--- config.mk ---
export PLATFORM = sky130hd
export DESIGN_NAME = toy_bus_age_arb_nway
export DESIGN_NICKNAME = d
export VERILOG_FILES = /design/src/rtl/toy_bus_arb_pkg.sv /design/src/rtl/toy_bus_age_mtx.sv /design/src/rtl/toy_bus_age_arb_nway.sv
export SDC_FILE = /design/constraint.sdc
export NUM_CORES = 1
export LEC_CHECK = 0
export ABC_AREA = 1
export ABC_CLOCK_PERIOD_IN_PS = 1810
export CORE_AREA = 2 2 592 594
export DETAILED_ROUTE_END_ITERATION = 10
export DIE_AREA = 0 0 594 596
export GPL_ROUTABILITY_DRIVEN = 0
export PLACE_DENSITY = 0.3
export SLEW_MARGIN = 30
export SYNTH_ARGS = -nofsm -noshare
export SYNTH_HDL_FRONTEND = slang
export SYNTH_SLANG_ARGS = --single-unit
--- constraint.sdc ---
create_clock -name clk -period 1.81 [get_ports clk]
set_clock_uncertainty 0.2 [all_clocks]
set_input_delay 0.4525 -clock clk [delete_from_list [all_inputs] [get_ports clk]]
set_output_delay 0.4525 -clock clk [all_outputs]
set_load 0.03 [all_outputs]
--- src/rtl/toy_bus_arb_pkg.sv ---
// Shared definitions for the toy bus arbiter nodes.
// Holds the default payload layout (field widths and bit offsets), the
// per-channel payload widths, and the lock state type used by the arbiters.
package toy_bus_arb_pkg;

    // Payload fields, packed from LSB upward: tgt_id, src_id, sideband, data, opcode.
    localparam int OPC_W  = 1;
    localparam int DATA_W = 256;
    localparam int SB_W   = 32;
    localparam int SRC_W  = 4;
    localparam int TGT_W  = 4;

    localparam int PLD_W_DEF = OPC_W + DATA_W + SB_W + SRC_W + TGT_W;

    localparam int TGT_LSB  = 0;
    localparam int SRC_LSB  = TGT_LSB + TGT_W;
    localparam int SB_LSB   = SRC_LSB + SRC_W;
    localparam int DATA_LSB = SB_LSB + SB_W;
    localparam int OPC_LSB  = DATA_LSB + DATA_W;

    // Per-channel payload widths; the ack channel carries no data beat.
    localparam int REQ_PLD_W = PLD_W_DEF;
    localparam int DAT_PLD_W = PLD_W_DEF;
    localparam int ACK_PLD_W = OPC_W + SB_W + SRC_W + TGT_W;

    typedef enum logic {
        ARB_OPEN   = 1'b0,
        ARB_LOCKED = 1'b1
    } lock_state_e;

endpackage

--- src/rtl/toy_bus_age_mtx.sv ---
// Age matrix for a WIDTH-input least-recently-granted arbiter.
// rows[i][j]=1 means input j is older than input i (i yields to j).
// Ports:
//   clk, rst_n : clock, synchronous active-low reset
//   upd        : apply an update this cycle
//   upd_oh     : one-hot index of the input that just became youngest
//   rows       : current matrix rows; diagonal always reads 0
module toy_bus_age_mtx #(
    parameter int WIDTH = 4
) (
    input  logic                         clk,
    input  logic                         rst_n,
    input  logic                         upd,
    input  logic [WIDTH-1:0]             upd_oh,
    output logic [WIDTH-1:0][WIDTH-1:0]  rows
);

    logic [WIDTH-1:0][WIDTH-1:0] age_q, age_d;

    // Granted row goes to all-ones (youngest), its column clears elsewhere.
    // The diagonal is held at 0 so selection needs no masking.
    always_comb begin
        age_d = age_q;
        if (upd) begin
            for (int i = 0; i < WIDTH; i++) begin
                for (int j = 0; j < WIDTH; j++) begin
                    if (i != j) begin
                        if (upd_oh[i])      age_d[i][j] = 1'b1;
                        else if (upd_oh[j]) age_d[i][j] = 1'b0;
                    end
                end
            end
        end
    end

    always_ff @(posedge clk) begin
        if (!rst_n) begin
            for (int i = 0; i < WIDTH; i++)
                for (int j = 0; j < WIDTH; j++)
                    age_q[i][j] <= (j < i);
        end else begin
            age_q <= age_d;
        end
    end

    assign rows = age_q;

endmodule

--- src/rtl/toy_bus_age_arb_nway.sv ---
// N-input age-matrix (least-recently-granted) valid/ready arbiter with
// optional multi-beat packet locking and optional registered output stage.
// Ports:
//   clk, rst_n            : clock, synchronous active-low reset
//   in_vld/in_rdy         : per-input handshake
//   in_pld                : input i payload at [i*PLD_W +: PLD_W]
//   in_last               : last beat of packet (lock release)
//   out_vld/out_rdy       : output handshake
//   out_pld/out_last      : selected payload / last
//   out_grant             : one-hot source of the current output beat
module toy_bus_age_arb_nway
    import toy_bus_arb_pkg::*;
#(
    parameter int N_IN    = 4,
    parameter int PLD_W   = PLD_W_DEF,
    parameter bit LOCK_EN = 1'b1,
    parameter bit FORWARD = 1'b1
) (
    input  logic                    clk,
    input  logic                    rst_n,
    input  logic [N_IN-1:0]         in_vld,
    output logic [N_IN-1:0]         in_rdy,
    input  logic [N_IN*PLD_W-1:0]   in_pld,
    input  logic [N_IN-1:0]         in_last,
    output logic                    out_vld,
    input  logic                    out_rdy,
    output logic [PLD_W-1:0]        out_pld,
    output logic                    out_last,
    output logic [N_IN-1:0]         out_grant
);

    logic [N_IN-1:0][N_IN-1:0] age;
    logic [N_IN-1:0]           arb_sel, grant;
    logic [N_IN-1:0]           lock_oh_q, lock_oh_d;
    lock_state_e               lock_q, lock_d;
    logic                      take, accept, upd, sel_last;
    logic [PLD_W-1:0]          sel_pld;

    toy_bus_age_mtx #(.WIDTH(N_IN)) u_mtx (
        .clk    (clk),
        .rst_n  (rst_n),
        .upd    (upd),
        .upd_oh (grant),
        .rows   (age)
    );

    // An input wins when no valid input is older than it.
    always_comb begin
        for (int i = 0; i < N_IN; i++)
            arb_sel[i] = in_vld[i] & ~|(age[i] & in_vld);
    end

    // While locked only the owner can be granted; if it drops vld nobody is.
    assign grant = (lock_q == ARB_LOCKED) ? (lock_oh_q & in_vld) : arb_sel;

    always_comb begin
        sel_pld  = '0;
        sel_last = 1'b0;
        for (int i = 0; i < N_IN; i++) begin
            sel_pld  = sel_pld | (in_pld[i*PLD_W +: PLD_W] & {PLD_W{grant[i]}});
            sel_last = sel_last | (in_last[i] & grant[i]);
        end
    end

    assign in_rdy = grant & {N_IN{take}};
    assign accept = |grant & take;

    // Lock tracking; the matrix only ages on packet boundaries when locking.
    always_ff @(posedge clk) begin
        if (!rst_n) begin
            lock_q    <= ARB_OPEN;
            lock_oh_q <= '0;
        end else begin
            lock_q    <= lock_d;
            lock_oh_q <= lock_oh_d;
        end
    end

    always_comb begin
        lock_d    = lock_q;
        lock_oh_d = lock_oh_q;
        upd       = 1'b0;
        if (accept) begin
            if (!LOCK_EN || sel_last) begin
                upd    = 1'b1;
                lock_d = ARB_OPEN;
            end else begin
                lock_d    = ARB_LOCKED;
                lock_oh_d = grant;
            end
        end
    end

    if (FORWARD) begin : g_fwd
        // Stage is held closed during reset; afterwards it takes a beat
        // whenever it is empty or draining this cycle.
        assign take = rst_n & (~out_vld | out_rdy);

        always_ff @(posedge clk) begin
            if (!rst_n) begin
                out_vld   <= 1'b0;
                out_pld   <= '0;
                out_last  <= 1'b0;
                out_grant <= '0;
            end else if (accept) begin
                out_vld   <= 1'b1;
                out_pld   <= sel_pld;
                out_last  <= sel_last;
                out_grant <= grant;
            end else if (out_rdy) begin
                out_vld   <= 1'b0;
            end
        end
    end else begin : g_comb
        assign take      = out_rdy;
        assign out_vld   = |grant;
        assign out_pld   = sel_pld;
        assign out_last  = sel_last;
        assign out_grant = grant;
    end

endmodule

==> Yosys cells after proc, flatten, opt, wreduce, memory -nomap -nowiden <==
Cells that the tools add are included.
{ "word_totals": {"ff_bits": 320, "inputBits": 1199, "word_cells": 92} }
{ "op_classes": {"muxes": 22, "n_bitwise": 29, "n_reduce_logical": 23} }
{ "op_table": {"columns": ["cell", "count"], "rows": [
  ["AND 297 bit", 4],
  ["bitwise OR 297 bit", 3],
  ["2-to-1 mux 1 bit", 21],
  ["AND 4 bit", 5],
  ["OR reduction 4 bit", 5],
  ["AND reduction 2 bit", 7],
  ["nonzero test 2 bit", 7],
  ["AND 1 bit", 10],
  ["AND 3 x 4 -> 4 bit", 1],
  ["logical NOT 1 bit", 4],
  ["2-to-1 mux 4 bit", 1],
  ["bitwise OR 1 bit", 4],
  ["inverter 1 bit", 2]
]} }

==> Depth between registers and ports, before layout <==
Gate-level depths: netlist of the first run.
{ "depth": {"ltp_word": 12, "ltp_mapped": 13, "depth_no_buf": 12} }

==> Hierarchy <==
Synthesis of the first run repeated with hierarchy kept, for this count alone.
{ "hier_totals": {"hier_cells": 3060, "hier_area_um2": 18197.5} }
{ "by_module_without_submodules": {"columns": ["mod", "instances", "cells_per_inst", "area_per_inst_um2", "seq_area_each_um2"], "rows": [
  ["toy_bus_age_arb_nway", 1, 3007, 17752.0, 6165.9],
  ["toy_bus_age_mtx", 1, 53, 445.4, 240.2]
]} }

==> Least setup slack after synthesis of the first run <==
No wires, ideal clock.
{ "synth_timing": {"kind": "in2out", "startpoint": "input rst_n", "endpoint": "output in_rdy[0]", "arrival_time_ns": 1.228, "t_required_ns": 1.157, "setup_slack_ns": -0.071, "cell_stages": 3, "path_buffers": 1, "cell_sequence": "buf_2 > nand2_1 > nor2_1"} }
{ "synth_between": {"elab_chain_cells": 2} }
{ "synth_rtl": {"columns": ["item", "line_no", "rtl"], "rows": [
  ["from (decl)", "toy_bus_age_arb_nway.sv:20", "input logic rst_n,"],
  ["AND 1 bit", "toy_bus_age_arb_nway.sv:97", "assign take = rst_n & (~out_vld | out_rdy);"],
  ["AND 4 bit", "toy_bus_age_arb_nway.sv:65", "assign in_rdy = grant & {N_IN{take}};"],
  ["to (decl)", "toy_bus_age_arb_nway.sv:22", "output logic [N_IN-1:0] in_rdy,"]
]} }
Every way passes these cells.

==> Worst setup path after layout of the first run <==
{ "layout_timing": {"startpoint": "register lock_q", "endpoint": "register out_pld[5]"} }
{ "layout_between": {"elab_chain_cells": 5, "elab_cells_between_ends": 10} }
{ "layout_rtl": {"columns": ["item", "line_no", "rtl"], "rows": [
  ["from (decl)", "toy_bus_age_arb_nway.sv:35", "lock_state_e lock_q, lock_d;"],
  ["from (signal assigned)", "toy_bus_age_arb_nway.sv:74", "lock_q <= lock_d;"],
  ["2-to-1 mux 4 bit (*)", "toy_bus_age_arb_nway.sv:54", "assign grant = (lock_q == ARB_LOCKED) ? (lock_oh_q & in_vld) : arb_sel;"],
  ["AND 297 bit", "toy_bus_age_arb_nway.sv:60", "sel_pld = sel_pld | (in_pld[i*PLD_W +: PLD_W] & {PLD_W{grant[i]}});"],
  ["bitwise OR 297 bit (3 in a row)", "toy_bus_age_arb_nway.sv:60", null],
  ["to (signal assigned)", "toy_bus_age_arb_nway.sv:107", "out_pld <= sel_pld;"],
  ["to (decl)", "toy_bus_age_arb_nway.sv:27", "output logic [PLD_W-1:0] out_pld,"]
]} }
Mark *: on every way between the ends. The rest lies on a longest branch, timed or not.
A chain may end at the register's enable or synchronous reset.

==> impl_metrics.csv, run 1 <==
group,metric,value,unit
clock_tree,insertion_delay,0.70,ns
logic_synthesis,yosysWarnings,0,
logic_synthesis,synth_edf_count,0,
drt,first_iter_violations,2115,
logic_synthesis,yosys.area_share.simple,29.31,%
clock_tree,clk_pin_slew,0.06,ns
grt,antenna_found_initial,257,
logic_synthesis,synthXorXnorAreaFrac,0,%
pwr,p_per_area,872.6,nW/um^2
logic_synthesis,synth_mux_area_share,0,%
drt,drc,0,
placed_design,io_buffers,1505,
finish,final_cell_count_no_fill,9180,
timing,worst_slew_pin_slew,1.000,ns
die,core,347800,um^2
logic_synthesis,synthCells,2748,
finish,synthToLayoutAreaGrowth,188.5,%
logic_synthesis,ys.flop_type,"dfxtp_1",
finish,final_cell_mix,"1219 x clkdlybuf4s50_1, 872 x nand2_1, 328 x buf_12",
logic_synthesis,synth.distinct_cells,20,
die,row_count,217,
logic_synthesis,netlist_area,17660,um^2
timing,fin_ws,-0.6848,ns
drt,drtAntennaViolNets,0,
worst_setup_path,slowest_stage,"dfxtp_2",
pwr,ir_drop,0.6623,mV
die,fp.dieW,594,um
finish,layout_commonest_cell,"clkdlybuf4s50_1",
timing,fmaxAchievable,400.8,MHz
logic_synthesis,synth-seq-cells,320,
drt,drt-vias-per-instance,3.206,
die,ios,1506,
drt,vias,29430,
logic_synthesis,synthArstFlopShare,0,%
timing,setup_viol,600,
pwr,p_leak,18.64,nW
grt,grt_util_all_layers,15.81,%
timing,post-route-period-util,137.8,%
finish,fillers,39460,
grt,grt_pass1_vias,29230,
logic_synthesis,synthAdderAreaFrac,0,%
worst_setup_path,crit_top_cell,"buf_12",
timing,relSlewSlack,33.34,%
finish,fin_nets,5666,
worst_setup_path,critPathTopFamily,"buffers and inverters",
die,die_h,596,um
worst_setup_path,worstPathCellList,"clkinv_4 -> o21a_4 -> nand2_4 -> buf_6 -> buf_6 -> nand2_4 -> nor2_4 -> nor2_4 -> buf_12 -> buf_16 -> buf_16 -> buf_12 -> buf_12 -> o21ai_4 -> a21oi_4",
logic_synthesis,synth_compound_area_share,27.72,%
finish,multiInputGateArea,13030,um^2
worst_setup_path,critPathMaxFanout,8,
worst_setup_path,cpPeakStageDelay,0.35,ns
logic_synthesis,yosysSeqAreaShare,36.28,%
drt,wl_per_cell,32.21,um
worst_setup_path,endpoint_kind,"register",
clock_tree,root_buffer,"clkbuf_16",
clock_tree,cts_max_level,2,
logic_synthesis,synth_fp_nets,3947,
worst_setup_path,critPathBufInv,8,
die,initial_utilization,5.077,%
logic_synthesis,avgSynthCellArea,6.425,um^2
worst_setup_path,cp_data_required_time,2.16,ns
placed_design,dpl.hpwl,248.2,mm
finish,drive_above_1_share,32.01,%
clock_tree,cts_tree,"built",
timing,finalHoldViolCount,0,
status,status,"complete, but fails checks",
logic_synthesis,synth_top_family_by_area,"simple AND/OR/NAND/NOR gates",
run,cap_violations,0,
grt,grt_max_degree,81,
worst_setup_path,startpoint_type,"register",
finish,register_area,6469,um^2
timing,tns,-196.47,ns
status,failed_checks,"negative setup slack",
worst_setup_path,crit_type,"register to register",
grt,grt_pass1_wl,356.1,mm
grt,grt_overflow,0,
timing,slew_viol_final,0,
drt,dr.pass1.iters,5,
worst_hold_path,min_path_type,"input port to register",
clock_tree,ctsLongestPathBuffers,3,
clock_tree,clock-sinks,320,
worst_setup_path,crit_arrival,2.84,ns
die,dieArea,354000,um^2
placed_design,dp.cells,8896,
clock_tree,cts_buffers,48,
timing,rsz0062_at_grt,"true",
drt,routed_wl,295.7,mm
timing,finalCriticalPeriod,2.495,ns
## report_power, final
part / internal (W) / leakage, nW / switching, W
Sequential: 0.00812 / 2.66 / 0.00124
Clock: 0.00666 / 0.858 / 0.00431
Combinational: 0.0114 / 15.1 / 0.0127
Total: 0.0262 / 18.6 / 0.0183
## sequential cells by signal (all words and copies together) (netlist names)
register / count
out_grant: 4
out_last: 1
lock_q: 1
out_vld: 1
lock_oh_q: 4
u_mtx.rows: 12
out_pld: 297
## per-layer routing
layer / vias up / GRT usage, % / part of all wire, %
li1: 12930 / - / -
met1: 14130 / 18.28 / 39
met2: 1634 / 25.58 / 45
met3: 533 / 8.180 / 12
met4: 202 / 3.794 / 2.7
met5: - / 0 / 0.46
## through the flow
stage / total power, W / util (%) / worst slack, ns / cell area (um^2) / hold WS, ns
2_1_floorplan: 0.01549 / - / -0.07058 / 18070 / 0.2182
3_3_place_gp: 0.02935 / 12.38 / -1.370 / 43070 / 0.2524
3_5_place_dp: 0.02932 / 12.38 / -1.398 / 43070 / 0.2472
4_1_cts: 0.04376 / 13.86 / -0.8075 / 48190 / 0.03376
5_1_grt: 0.04642 / 14.61 / -0.7563 / 50820 / 0.06574
6_report: 0.04445 / 14.64 / -0.6848 / 50940 / 0.09247
## cell type report
type                       instances  area share [%]
multi-input combinational       2181           25.57
timing repair inverter             2         0.05650
timing repair buffer            1900           46.28
tap                             4599           11.30
clock buffer                      60           2.623
sequential                       320           12.70
antenna                           76          0.3734
clock inverter                    28          0.8499
inverter                          14          0.2407
## worst paths after layout
check	cells past startpoint	slack, ns	start	end
hold reg to reg	2	0.26	u_mtx.rows[12]$_SDFFE_PN1P_	u_mtx.rows[12]$_SDFFE_PN1P_
hold / removal	4	0.09	rst_n	out_pld[232]$_SDFFE_PN0N_
setup / recovery	15	-0.68	lock_q$_SDFFE_PN0N_	out_pld[5]$_SDFFE_PN0N_
setup reg to reg	15	-0.68	lock_q$_SDFFE_PN0N_	out_pld[5]$_SDFFE_PN0N_
## cells in the mapped netlist, types with 3 or more instances
master	instances	share of area, %
buf_2	131	3.7
inv_1	11	0.23
o21ai_1	3	0.085
nor2_1	13	0.28
nand2_2	5	0.18
inv_2	3	0.064
nand2_1	934	20
a21oi_2	81	4.0
nor3_1	3	0.085
o21ai_0	301	8.5
buf_6	6	0.38
nand3_1	310	8.8
dfxtp_1	320	36
o21a_1	4	0.17
a21oi_1	524	15
buf_4	12	0.51
clkbuf_1	77	1.6
buf_1	7	0.15
## logic make-up after synthesis
family / after synthesis
compound gates: 914
buf+inv: 247
flops: 320
simple gates: 1267
## worst min-delay path, stage by stage
cell,delay [ns]
buf_8,0.13
buf_4,0.22
o21ai_2,0.08
a21oi_1,0.04
## repair_timing
action,CTS,global route
endpoints found under the hold margin,1,0
setup endpoints to repair,626,626
buffers inserted,46,24
pin swaps,28,56
cloned,55,19
gates resized for setup,651,562
hold buffers,1,0
Power figures use the tool's default switching activity.
==> inputs of run 2 (changes only) <==
- TNS_END_PERCENT: not set -> 1
==> impl_metrics.csv, run 2 (synthesis results as in run 1) <==
group,metric,value,unit
pwr,p_int,0.02388,W
finish,fin_nets,5581,
drt,first_iter_violations,2004,
worst_setup_path,crit_arrival,1.84,ns
worst_setup_path,startpoint_type,"input port",
status,failed_checks,"negative setup slack",
pwr,swShare,40.91,%
timing,post-route-period-util,137.9,%
drt,drtAntennaViolNets,0,
worst_setup_path,endpoint_kind,"output pin",
worst_setup_path,crit_top_cell,"nand2_2",
finish,layout_commonest_cell,"clkdlybuf4s50_1",
timing,finalCriticalPeriod,2.497,ns
pwr,power_frac_clock,27.1,%
die,fp.dieW,594,um
finish,final_cell_mix,"1196 x clkdlybuf4s50_1, 910 x nand2_1, 439 x a21oi_1",
pwr,p_leak,16.93,nW
clock_tree,root_buffer,"clkbuf_16",
worst_setup_path,cpPeakStageDelay,0.55,ns
worst_hold_path,hold_depth,4,
timing,setup_viol,616,
timing,finalHoldViolCount,0,
finish,largest_reg_flops,297,
clock_tree,cts_tree,"built",
timing,worst_slew_pin_slew,0.5909,ns
timing,fin_ws,-0.6866,ns
worst_setup_path,critPathMaxFanout,4,
worst_hold_path,hp-start,"rst_n",
grt,antenna_found_initial,331,
die,ios,1506,
die,row_count,217,
worst_setup_path,critPathBufInv,3,
finish,largest_register,"out_pld",
clock_tree,insertion_delay,0.72,ns
timing,relSlewSlack,60.61,%
pwr,ir_drop,0.7882,mV
drt,drt-vias-per-instance,3.190,
timing,slew_viol_final,0,
finish,synthToLayoutAreaGrowth,164.2,%
worst_setup_path,rr_endpoint,"out_pld[290]$_SDFFE_PN0N_",
grt,grt_pass1_wl,358.9,mm
clock_tree,cts_buffers,51,
timing,rsz0062_at_grt,"true",
clock_tree,clock-sinks,320,
clock_tree,ctsLongestPathBuffers,3,
timing,fmaxAchievable,400.5,MHz
drt,routed_wl,297.5,mm
pwr,switchingPower,0.01653,W
grt,grt_max_degree,63,
grt,grt_util_all_layers,16.05,%
drt,vias,29010,
worst_setup_path,cp_data_required_time,1.16,ns
die,core,347800,um^2
pwr,p_per_area,866.2,nW/um^2
clock_tree,cts_max_level,2,
status,status,"complete, but fails checks",
grt,grt_pass1_vias,28480,
placed_design,io_buffers,1505,
worst_setup_path,rr_worst_depth,12,
placed_design,dpl.hpwl,265.4,mm
clock_tree,clk_pin_slew,0.05,ns
die,die_h,596,um
worst_setup_path,crit_type,"input port to output pin",
pwr,p_comb_share,49.2,%
run,cap_violations,0,
pwr,total_power,0.04041,W
timing,tns,-177.15,ns
worst_setup_path,worstPathCellList,"clkdlybuf4s50_1 -> nand2_1 -> nand3_2 -> nand2_2 -> nand2_2 -> buf_6 -> nor2_4 -> buf_12",
worst_hold_path,min_path_type,"input port to register",
die,initial_utilization,5.077,%
worst_setup_path,slowest_stage,"clkdlybuf4s50_1",
worst_setup_path,reg2reg_slack,-0.68,ns
drt,dr.pass1.iters,5,
drt,drc,0,
finish,drive_above_1_share,28.67,%
worst_setup_path,critPathTopFamily,"buffers and inverters",
grt,grt_overflow,0,
worst_setup_path,r2r_start,"lock_q$_SDFFE_PN0N_",
worst_hold_path,holdPathEnd,"out_pld[258]$_SDFFE_PN0N_",
die,dieArea,354000,um^2
drt,wl_per_cell,32.72,um
pwr,p_seq_share,23.6,%
==> run 2: cell type report <==
type | count | area, um^2
clock buffer | 66 | 1433
fill | 39810 | 301200
antenna | 72 | 180.2
tap | 4599 | 5754
timing repair buffer | 1814 | 20960
inverter | 14 | 93.84
multi-input combinational | 2181 | 10890
clock inverter | 28 | 357.8
sequential | 320 | 6983
==> run 2: repair_timing <==
action / in CTS / in global routing
pin swaps: 9 / 13
gates resized for setup: 797 / 598
hold buffers: 0 / 0
endpoints found under the setup margin: 627 / 626
setup buffers: 15 / 1
gates cloned: 5 / 6
==> run 2: worst max-delay path by stage <==
stage                   startpoint                         to  depth (start not counted)
2_1_floorplan                rst_n                  in_rdy[0]                          3
3_3_place_gp             in_vld[2]   out_pld[89]$_SDFFE_PN0N_                         12
3_5_place_dp             in_vld[2]   out_pld[89]$_SDFFE_PN0N_                         12
4_1_cts        lock_q$_SDFFE_PN0N_                  in_rdy[1]                          7
5_1_grt        lock_q$_SDFFE_PN0N_  out_pld[143]$_SDFFE_PN0N_                         14
6_report                 in_vld[0]                  in_rdy[3]                          8
==> run 2: layer usage <==
| metal | part of all wire (%) | GRT usage (%) | wire length, um |
|---|---|---|---|
| met3 | 15 | 10.69 | 43200 |
| met2 | 44 | 25.55 | 131200 |
| met5 | 0.55 | 0 | 1624 |
| met4 | 3.2 | 4.043 | 9602 |
| met1 | 38 | 17.40 | 111900 |
==> run 2: per-stage QoR <==
step                      setup WS (ns)  hold WS, ns  area (um^2)  std cells  util (%)
after detailed placement         -1.936       0.2476        42450       8904     12.21
final                           -0.6866      0.07289        46650       9094     13.41
after global routing            -0.7951      0.02336        46510       9038     13.37
after global placement           -1.937       0.2460        42450       8904     12.21
after CTS                       -0.8216     0.002694        45080       9016     12.96
after floorplan                -0.07058       0.2182        17660       2748         -
==> run 2: tightest hold or removal path, stage by stage <==
cell	delay, ns
buf_8	0.14
buf_12	0.18
o21ai_2	0.08
a21oi_1	0.04
==> run 2: power groups by stage <==
stage	clock network [W]	registers, W	logic (W)
2_1_floorplan	0	0.0106	0.00456
3_3_place_gp	0	0.00935	0.0189
3_5_place_dp	0	0.00935	0.0189
4_1_cts	0.0115	0.00935	0.0196
5_1_grt	0.0117	0.00966	0.0211
6_report	0.0110	0.00954	0.0199
==> inputs of run 3 (changes only) <==
- CORE_AREA: 2 2 592 594 -> 10 10 583 585
- DIE_AREA: 0 0 594 596 -> 0 0 593 595
- SLEW_MARGIN: 30 -> 20
==> impl_metrics.csv, run 3 (synthesis results as in run 1) <==
group,metric,value,unit
run,cap_violations,0,
worst_setup_path,startpoint_type,"register",
die,row_count,211,
clock_tree,ctsLongestPathBuffers,3,
drt,drc,0,
timing,relSlewSlack,32.35,%
finish,largest_reg_flops,297,
clock_tree,clk_pin_slew,0.06,ns
worst_setup_path,critPathBufInv,5,
grt,grt_pass1_vias,29160,
placed_design,io_buffers,1505,
pwr,ir_drop,0.8422,mV
finish,layout_commonest_cell,"clkdlybuf4s50_1",
worst_setup_path,crit_top_cell,"buf_6",
status,failed_checks,"negative setup slack",
timing,finalHoldViolCount,0,
clock_tree,cts_tree,"built",
drt,vias,29010,
drt,routed_wl,302.8,mm
finish,largest_register,"out_pld",
finish,synthToLayoutAreaGrowth,167.8,%
clock_tree,root_buffer,"clkbuf_16",
timing,rsz0062_at_grt,"true",
placed_design,dpl.hpwl,269.8,mm
finish,fin_nets,5628,
worst_setup_path,critPathMaxFanout,7,
die,core,328700,um^2
worst_setup_path,endpoint_kind,"output pin",
worst_setup_path,critPathTopFamily,"buffers and inverters",
clock_tree,insertion_delay,0.73,ns
clock_tree,cts_max_level,2,
grt,grt_pass1_wl,368.3,mm
timing,timing.hold.ws,0.1287,ns
drt,dr.pass1.iters,7,
drt,drtAntennaViolNets,0,
timing,post-route-period-util,144.1,%
clock_tree,clock-sinks,320,
die,dieArea,352800,um^2
timing,fin_ws,-0.7982,ns
worst_setup_path,cpPeakStageDelay,0.35,ns
pwr,p_per_area,881.6,nW/um^2
die,initial_utilization,5.372,%
worst_hold_path,min_path_type,"input port to register",
timing,fmaxAchievable,383.4,MHz
placed_design,pre_cts_slack,-2.113,ns
worst_setup_path,cp_data_required_time,1.16,ns
timing,worst_slew_pin_slew,1.015,ns
timing,slew_viol_final,0,
die,ios,1506,
worst_setup_path,slowest_stage,"dfxtp_2",
finish,final_cell_mix,"1196 x clkdlybuf4s50_1, 920 x nand2_1, 459 x a21oi_1",
timing,finalCriticalPeriod,2.608,ns
finish,drive_above_1_share,28.18,%
grt,grt_overflow,0,
timing,setup_viol,614,
drt,drt-vias-per-instance,3.262,
die,fp.dieW,593,um
worst_setup_path,crit_type,"register to output pin",
drt,first_iter_violations,1997,
worst_setup_path,crit_arrival,1.96,ns
worst_setup_path,worstPathCellList,"inv_4 -> buf_6 -> o21a_1 -> nand2_2 -> buf_6 -> nor2_4 -> buf_6 -> buf_12",
grt,grt_max_degree,95,
pwr,p_leak,17.37,nW
status,status,"complete, but fails checks",
grt,antenna_found_initial,296,
grt,grt_util_all_layers,16.23,%
die,die_h,595,um
clock_tree,cts_buffers,52,
drt,wl_per_cell,34.05,um
[run 3: cell count changes in the layout (fill, tap and decap cells not counted), sizes merged, moves of 3 or more]
cell | before | now
buf | 612 | 652
clkbuf | 71 | 77
bufinv | 5 | 9
bufbuf | 0 | 3
diode | 72 | 54
clkinv | 14 | 11
[run 3: where the power goes]
group	internal [W]	switching, W	leakage (nW)
Clock	0.00712	0.00472	0.937
Sequential	0.00834	0.00121	2.77
Combinational	0.00968	0.0106	13.7
Total	0.0251	0.0165	17.4
[run 3: what timing repair did]
action | CTS | global route
pin swaps | 18 | 5
endpoints found under the hold margin | 2 | 0
gates cloned | 8 | 9
hold buffers | 1 | 0
buffers inserted | 23 | 10
setup endpoints to repair | 626 | 626
resized for setup | 697 | 359
[run 3: cell type report]
type | count | area [um^2]
fillers | 37530 | 281400
repair buffers | 1860 | 22020
multi-input cells | 2181 | 10630
flip-flops and latches | 320 | 6992
well taps | 4366 | 5463
clock buffers | 70 | 1499
clock inverters | 27 | 439.2
diodes | 54 | 135.1
inverters | 14 | 102.6
[run 3: metal layers]
| metal | share of wire [%] | vias to the layer above | track usage (%) | wire length [um] |
|---|---|---|---|---|
| met5 | 0.46 | - | 0 | 1398 |
| met4 | 1.7 | 206 | 1.989 | 5218 |
| met3 | 12 | 524 | 8.255 | 35970 |
| met2 | 45 | 1660 | 26.74 | 137000 |
| met1 | 41 | 13810 | 19.35 | 123100 |
| li1 | - | 12810 | - | - |
[run 3: metrics by stage]
| step | instance area, um^2 | setup TNS [ns] | cells | util (%) | total power [W] |
|---|---|---|---|---|---|
| after detailed placement | 42850 | -486.95 | 8692 | 13.04 | 0.02874 |
| after CTS | 46250 | -220.56 | 8820 | 14.07 | 0.04210 |
| after global routing | 47160 | -224.17 | 8843 | 14.35 | 0.04368 |
| final | 47280 | -167.54 | 8892 | 14.39 | 0.04168 |
| after floorplan | 17660 | -8.123 | 2748 | - | 0.01519 |
| after global placement | 42850 | -495.91 | 8692 | 13.04 | 0.02878 |
[run 3: path summary, 6_finish.rpt]
kind                                 to  slack (ns)                        from  cells after the start
min reg2reg  u_mtx.rows[9]$_SDFFE_PN1P_        0.25  u_mtx.rows[9]$_SDFFE_PN1P_                      2
max                           in_rdy[3]       -0.80         lock_q$_SDFFE_PN0N_                      8
min          u_mtx.rows[4]$_SDFFE_PN1P_        0.13                       rst_n                      3
max reg2reg   out_pld[140]$_SDFFE_PN0N_       -0.58         lock_q$_SDFFE_PN0N_                     13
[run 3: worst min-delay path, cell delays in order]
cell and delay (ns):
buf_8 0.13, buf_4 0.25, nand3_1 0.12
